$ cat src/rtl/viterbi_pkg.sv
// viterbi_pkg: shared trellis helpers, index widths and FSM state type for the Viterbi decoder
package viterbi_pkg;
  localparam int K_MAX = 7;
  localparam int SW_MAX = K_MAX - 1;
  typedef enum logic [1:0] {IDLE, RUN, FLUSH} state_e;
  function automatic logic [1:0] enc_out(input logic [SW_MAX:0] r, input logic [SW_MAX:0] g0, input logic [SW_MAX:0] g1);
    return {^(r & g0), ^(r & g1)};
  endfunction
  function automatic logic [1:0] hamming2(input logic [1:0] a, input logic [1:0] b);
    return 2'(a[1] ^ b[1]) + 2'(a[0] ^ b[0]);
  endfunction
endpackage

$ cat src/rtl/viterbi_acs_unit.sv
// viterbi_acs_unit: add-compare-select for one next state, ties resolved to the even predecessor
// Ports: pm0_i/pm1_i predecessor metrics, bm0_i/bm1_i branch metrics, sv0_i/sv1_i predecessor
// survivors, u_i decided input bit; pm_o/sv_o selected metric and extended survivor.
module viterbi_acs_unit #(
  parameter int PM_W = 8,
  parameter int TB_DEPTH = 15
) (
  input  logic [PM_W-1:0]     pm0_i,
  input  logic [PM_W-1:0]     pm1_i,
  input  logic [1:0]          bm0_i,
  input  logic [1:0]          bm1_i,
  input  logic [TB_DEPTH-1:0] sv0_i,
  input  logic [TB_DEPTH-1:0] sv1_i,
  input  logic                u_i,
  output logic [PM_W-1:0]     pm_o,
  output logic [TB_DEPTH-1:0] sv_o
);
  logic [PM_W-1:0] c0, c1;
  logic sel;
  always_comb begin
    c0 = pm0_i + PM_W'(bm0_i);
    c1 = pm1_i + PM_W'(bm1_i);
    sel = c1 < c0;
    pm_o = sel ? c1 : c0;
    sv_o = ((sel ? sv1_i : sv0_i) << 1) | TB_DEPTH'(u_i);
  end
endmodule

$ cat src/rtl/viterbi_dec_param.sv
// viterbi_dec_param: parametrised hard-decision rate-1/2 Viterbi decoder with register-exchange survivors
// Ports: clk, rst_n (async, active-low); in_valid/in_ready/in_sym/in_sof/in_eof symbol handshake;
// cfg_term flushes from state 0; out_valid/out_bit/out_last decoded stream; err protocol-error pulse.
module viterbi_dec_param
  import viterbi_pkg::*;
#(
  parameter int K = 3,
  parameter int G0 = 'o7,
  parameter int G1 = 'o5,
  parameter int TB_DEPTH = 15,
  parameter int PM_W = 8
) (
  input  logic       clk,
  input  logic       rst_n,
  input  logic       in_valid,
  output logic       in_ready,
  input  logic [1:0] in_sym,
  input  logic       in_sof,
  input  logic       in_eof,
  input  logic       cfg_term,
  output logic       out_valid,
  output logic       out_bit,
  output logic       out_last,
  output logic       err
);
  localparam int NS = 1 << (K - 1);
  localparam int SW = K - 1;
  localparam int FW = $clog2(TB_DEPTH + 1);
  state_e state_q, state_d;
  logic [PM_W-1:0] pm_q [NS], pm_d [NS], pm_old [NS], pm_acs [NS];
  logic [TB_DEPTH-1:0] surv_q [NS], surv_d [NS], sv_old [NS], sv_acs [NS];
  logic [FW-1:0] fill_q, fill_d, fill_n, pend_q, pend_d;
  logic [SW-1:0] fs_q, fs_d, best;
  logic [PM_W-1:0] best_pm;
  logic wait_q, wait_d, emit_q, emit_d, in_ready_q, in_ready_d;
  logic out_valid_q, out_valid_d, out_bit_q, out_bit_d, out_last_q, out_last_d, err_q, err_d;
  logic acc, init, upd, all_msb;
  assign acc = in_valid & in_ready_q;
  assign init = acc & in_sof;
  assign upd = acc & (in_sof | (state_q == RUN));
  // a start-of-frame symbol is decoded against freshly initialised metrics in the same update
  always_comb begin
    for (int i = 0; i < NS; i++) begin
      pm_old[i] = init ? (i == 0 ? '0 : PM_W'(2 * K)) : pm_q[i];
      sv_old[i] = init ? '0 : surv_q[i];
    end
  end
  for (genvar n = 0; n < NS; n++) begin : g_acs
    localparam int P0 = (2 * n) % NS;
    localparam int U = n >> (K - 2);
    localparam logic [1:0] E0 = enc_out(K_MAX'((U << (K - 1)) | P0), K_MAX'(G0), K_MAX'(G1));
    localparam logic [1:0] E1 = enc_out(K_MAX'((U << (K - 1)) | (P0 + 1)), K_MAX'(G0), K_MAX'(G1));
    viterbi_acs_unit #(.PM_W(PM_W), .TB_DEPTH(TB_DEPTH)) u_acs (
      .pm0_i(pm_old[P0]),
      .pm1_i(pm_old[P0+1]),
      .bm0_i(hamming2(in_sym, E0)),
      .bm1_i(hamming2(in_sym, E1)),
      .sv0_i(sv_old[P0]),
      .sv1_i(sv_old[P0+1]),
      .u_i(1'(U)),
      .pm_o(pm_acs[n]),
      .sv_o(sv_acs[n])
    );
  end
  // subtract half the metric range from every state once all of them have crossed it
  always_comb begin
    all_msb = 1'b1;
    for (int i = 0; i < NS; i++) all_msb &= pm_acs[i][PM_W-1];
    for (int i = 0; i < NS; i++) begin
      pm_d[i] = upd ? {pm_acs[i][PM_W-1] & ~all_msb, pm_acs[i][PM_W-2:0]} : pm_q[i];
      surv_d[i] = upd ? sv_acs[i] : surv_q[i];
    end
  end
  always_comb begin
    best = '0;
    best_pm = pm_q[0];
    for (int i = 1; i < NS; i++) begin
      if (pm_q[i] < best_pm) begin
        best = SW'(i);
        best_pm = pm_q[i];
      end
    end
  end
  always_comb begin
    fill_n = init ? FW'(1) : (fill_q == FW'(TB_DEPTH) ? fill_q : fill_q + FW'(1));
    state_d = state_q;
    fill_d = upd ? fill_n : fill_q;
    pend_d = pend_q;
    fs_d = fs_q;
    wait_d = 1'b0;
    emit_d = upd & (fill_n == FW'(TB_DEPTH));
    out_valid_d = emit_q;
    out_bit_d = emit_q & surv_q[best][TB_DEPTH-1];
    out_last_d = 1'b0;
    err_d = acc & (state_q == RUN ? in_sof : ~in_sof);
    if (upd) begin
      state_d = in_eof ? FLUSH : RUN;
      wait_d = in_eof;
      pend_d = in_eof ? (fill_n < FW'(TB_DEPTH) ? fill_n : FW'(TB_DEPTH - 1)) : pend_q;
    end
    // the wait cycle lets the final run emission drain and sees the metrics of the last symbol
    if (state_q == FLUSH && wait_q) fs_d = cfg_term ? '0 : best;
    if (state_q == FLUSH && !wait_q) begin
      out_valid_d = 1'b1;
      out_bit_d = |(surv_q[fs_q] & (TB_DEPTH'(1) << (pend_q - FW'(1))));
      pend_d = pend_q - FW'(1);
      out_last_d = pend_q == FW'(1);
      state_d = pend_q == FW'(1) ? IDLE : FLUSH;
    end
    in_ready_d = state_d != FLUSH;
  end
  always_ff @(posedge clk or negedge rst_n) begin
    if (!rst_n) begin
      state_q <= IDLE;
      for (int i = 0; i < NS; i++) begin
        pm_q[i] <= '0;
        surv_q[i] <= '0;
      end
      fill_q <= '0;
      pend_q <= '0;
      fs_q <= '0;
      wait_q <= 1'b0;
      emit_q <= 1'b0;
      in_ready_q <= 1'b1;
      out_valid_q <= 1'b0;
      out_bit_q <= 1'b0;
      out_last_q <= 1'b0;
      err_q <= 1'b0;
    end else begin
      state_q <= state_d;
      pm_q <= pm_d;
      surv_q <= surv_d;
      fill_q <= fill_d;
      pend_q <= pend_d;
      fs_q <= fs_d;
      wait_q <= wait_d;
      emit_q <= emit_d;
      in_ready_q <= in_ready_d;
      out_valid_q <= out_valid_d;
      out_bit_q <= out_bit_d;
      out_last_q <= out_last_d;
      err_q <= err_d;
    end
  end
  assign in_ready = in_ready_q;
  assign out_valid = out_valid_q;
  assign out_bit = out_bit_q;
  assign out_last = out_last_q;
  assign err = err_q;
endmodule

$ cat config.mk
export PLATFORM = sky130hd
export DESIGN_NAME = viterbi_dec_param
export DESIGN_NICKNAME = d
export VERILOG_FILES = /design/src/rtl/viterbi_pkg.sv /design/src/rtl/viterbi_acs_unit.sv /design/src/rtl/viterbi_dec_param.sv
export SDC_FILE = /design/constraint.sdc
export NUM_CORES = 1
export LEC_CHECK = 0
export BUFFER_PORTS_ARGS = -buffer_cell sky130_fd_sc_hd__buf_2
export CORE_MARGIN = 8
export CORE_UTILIZATION = 30
export DETAILED_ROUTE_END_ITERATION = 16
export PLACE_DENSITY_LB_ADDON = 0.1
export SLEW_MARGIN = 20
export SYNTH_ARGS = -nofsm -noshare
export SYNTH_HDL_FRONTEND = slang
export SYNTH_SLANG_ARGS = --single-unit
$ cat constraint.sdc
create_clock -name clk -period 7.55 [get_ports clk]
set_clock_uncertainty 0.2 [all_clocks]
set_input_delay 0.755 -clock clk [delete_from_list [all_inputs] [get_ports clk]]
set_output_delay 0.755 -clock clk [all_outputs]
set_load 0.02 [all_outputs]
==> out/qor.yml <==
status:
  run_status: "complete, no violations"
sta:
  relSlewSlack: 0.307
  setup_tns_ps: 0
  slew_viol_final: 0
  timing.final.crit_share: 0.756
  tightest_slew_ps: 1040
  setup_violations: 0
  min_period_ps: 5710
  finalHoldViolCount: 0
  rsz0062_at_grt: "false"
  max_clock_freq_mhz: 175
power:
  fin_total_pwr_mw: 3.89
  power_density_mw_per_mm2: 446
  ir_drop_mv: 0.212
  p_leak_nw: 3.79
synth:
  avgSynthCellArea_um2: 8.87
  yosysWarnings: 0
  synth_nets: 1001
  synth_flop_cell: "dfrtp_1"
  synth_common_cells: "131 x nand2_1, 120 x o21ai_0, 104 x dfrtp_1"
  ys_types: 57
  netlist_top_cells_area: "dfrtp_1 32%, ha_1 11%, mux2i_1 9.4%"
  synth_enable_flop_cells: 0
  yosys.area.top_type: "dfrtp_1"
  synthArstFlopShare: 1.00
  synth.top_cell.area_share: 0.321
  yosysMostFrequentCell: "nand2_1"
  syn-instance-count: 913
  netlist_area_mm2: 0.00810
  ys_ff_latch: 105
  seq_area_frac_synth: 0.325
layout:
  syn_to_final_growth_pct: 7.86
  final_cells: 1234
  finalCoreUtilization: 0.327
  finalInstanceArea_mm2: 0.00873
  num-fill-cells: 2794
  antenna_cells: 0
  multi_input_area_mm2: 0.00505
  drive_above_1_share: 0.0806
  register_area_mm2: 0.00263
  nets: 977
route:
  via_count: 6259
  viasPerCell: 5.07
  ant_nets: 0
  route.detailed.drc: 0
  dr.pass1.iters: 4
  routed_wirelength_um: 22500
  wl_per_cell_um: 18.2
  drtIter0Drc: 362
floorplan:
  die_w_um: 180
  row_count: 60
  start_util: 0.303
  core_mm2: 0.0267
  die_h_um: 180
  die_area_mm2: 0.0325
  ios: 13
clock_network:
  clk_path_buf_depth: 2
  tritoncts: "yes"
  cts_setup_buffers: 0
  cts-htree-levels: 3
  cts_sinks: 105
  clkTransAtPathRegs_ps: 80
  clkLatencyLatePin_ps: 370
  hold_buffers: 0
  root_buffer: "clkbuf_16"
  numCtsBuffers: 9
  ctsResizeCount: 0
global_routing:
  grt.met3_usage: 0.0196
  busiest_layer: "met2"
  grt_max_degree: 62
  grt.total_usage: 0.141
  gr-usage-met2: 0.241
  grt-ovfl-total: 0
  grt_pass1_wl_um: 37200
  grt_pass1_vias: 6529
  grt_use_met1: 0.190
  antenna_found_initial: 0
job:
  drv_cap: 0
setup_path:
  cp_data_required_time_ps: 7600
  crit_arrival_ps: 5750
  crit_path_start_kind: "register"
  worstSetupEndpointType: "register"
  worstSetupPathType: "register to register"
  cp_max_fo: 17
min_path:
  hold_class: "primary input to async pin"
place:
  port-buffer-count: 12
  hpwlAfterDp_um: 16300
  place_area_mm2: 0.00845
  place_congestion: 0.799
  dp_cells: 1219
-- worst max-delay path, stage by stage, from the launching register on --
cell and delay (ps):
dfrtp_1 490, inv_1 150, ha_1 220, a2111o_1 400, a211oi_2 850, mux2i_1 330
ha_1 280, a21o_1 160, a21o_1 160, a21oi_1 290, and2_1 250, a31oi_4 110
nand2_1 150, o21ai_0 100, ha_1 320, a21o_1 160, a21oi_1 140, o22ai_1 90
nor2_1 120, o211ai_1 120, o21ai_2 220, mux2i_1 220, o22ai_1 80
-- placed cells by master, fill, tap and decap left out, types with 4 or more instances in the layout --
cell type  synthesis  final
or3_1              9      9
mux4_2            14     14
nor2_1            53     52
nor3_1             5      5
mux2i_1           76     76
xor2_1            16     16
fa_1               8      8
o211ai_1           8      8
a21o_1            16     16
buf_4              0     11
dfrtp_1          104    104
inv_1             55     55
ha_1              72     72
nand4_1           13     13
mux2_2             5      5
nand2b_1          12     12
a211oi_1           6      6
a21oi_1           32     31
xnor2_1           21     21
and2_1             6      6
nand2_1          131    130
clkbuf_16          0      9
a32o_1             4      4
nand3_1           24     24
buf_2             10     11
o21ai_0          120    120
-- metrics by stage --
| step | hold WS, ps | setup slack [ps] |
|---|---|---|
| after floorplan | 235 | 2770 |
| after global placement | 279 | 1910 |
| after detailed placement | 287 | 1810 |
| after CTS | 283 | 1800 |
| after global routing | 311 | 1240 |
| final | 246 | 1840 |
-- cell type report --
type / instances / share of cell area
Multi-Input combinational cell: 696 / 0.578
Sequential cell: 105 / 0.301
Tap cell: 341 / 0.0488
Clock buffer: 9 / 0.0258
Inverter: 55 / 0.0236
Timing Repair Buffer: 22 / 0.0158
Clock inverter: 6 / 0.00716
-- metal layers --
metal  vias up  wire length, µm
li1       3146                -
met1      3053            10900
met2        49            10900
met3        11              415
met4         0              202
met5         -                0
-- power by group --
part           switching, mW  total [mW]  leakage, nW  internal [mW]
Sequential             0.210       0.876         1.40          0.665
Clock                  0.254       0.486        0.141          0.232
Combinational           1.46        2.53         2.25           1.07
-- state kept, by name (all words and copies together), names as in the netlist --
register / cells
err: 1
wait_q: 1
pm_q: 32
fill_q: 4
surv_q: 54
state_q: 2
out_valid: 1
in_ready: 1
out_last: 1
emit_q: 1
out_bit: 1
pend_q: 4
fs_q: 2
-- logic make-up after synthesis --
kind of cell	synth area share
AOI/OAI and AO/OA	0.156
xor gates and xnor gates	0.0400
adders and majority gates	0.131
buffers and inverters	0.0544
DFF	0.325
muxes	0.144
and+or+nand+nor	0.150
-- path summary, 6_finish.rpt --
check                                 end  slack [ps]     start  depth (start not counted)
worst min-delay path              pm_q[2]         250     rst_n                          1
min in group clk                out_valid         300    emit_q                          1
worst max-delay path              out_bit        1840  pm_q[27]                         22
worst max register to register    out_bit        1840  pm_q[27]                         22
max in group asynchronous       pend_q[0]        5700     rst_n                          2
worst min register to register  out_valid         300    emit_q                          1
Power figures use the tool's default switching activity.
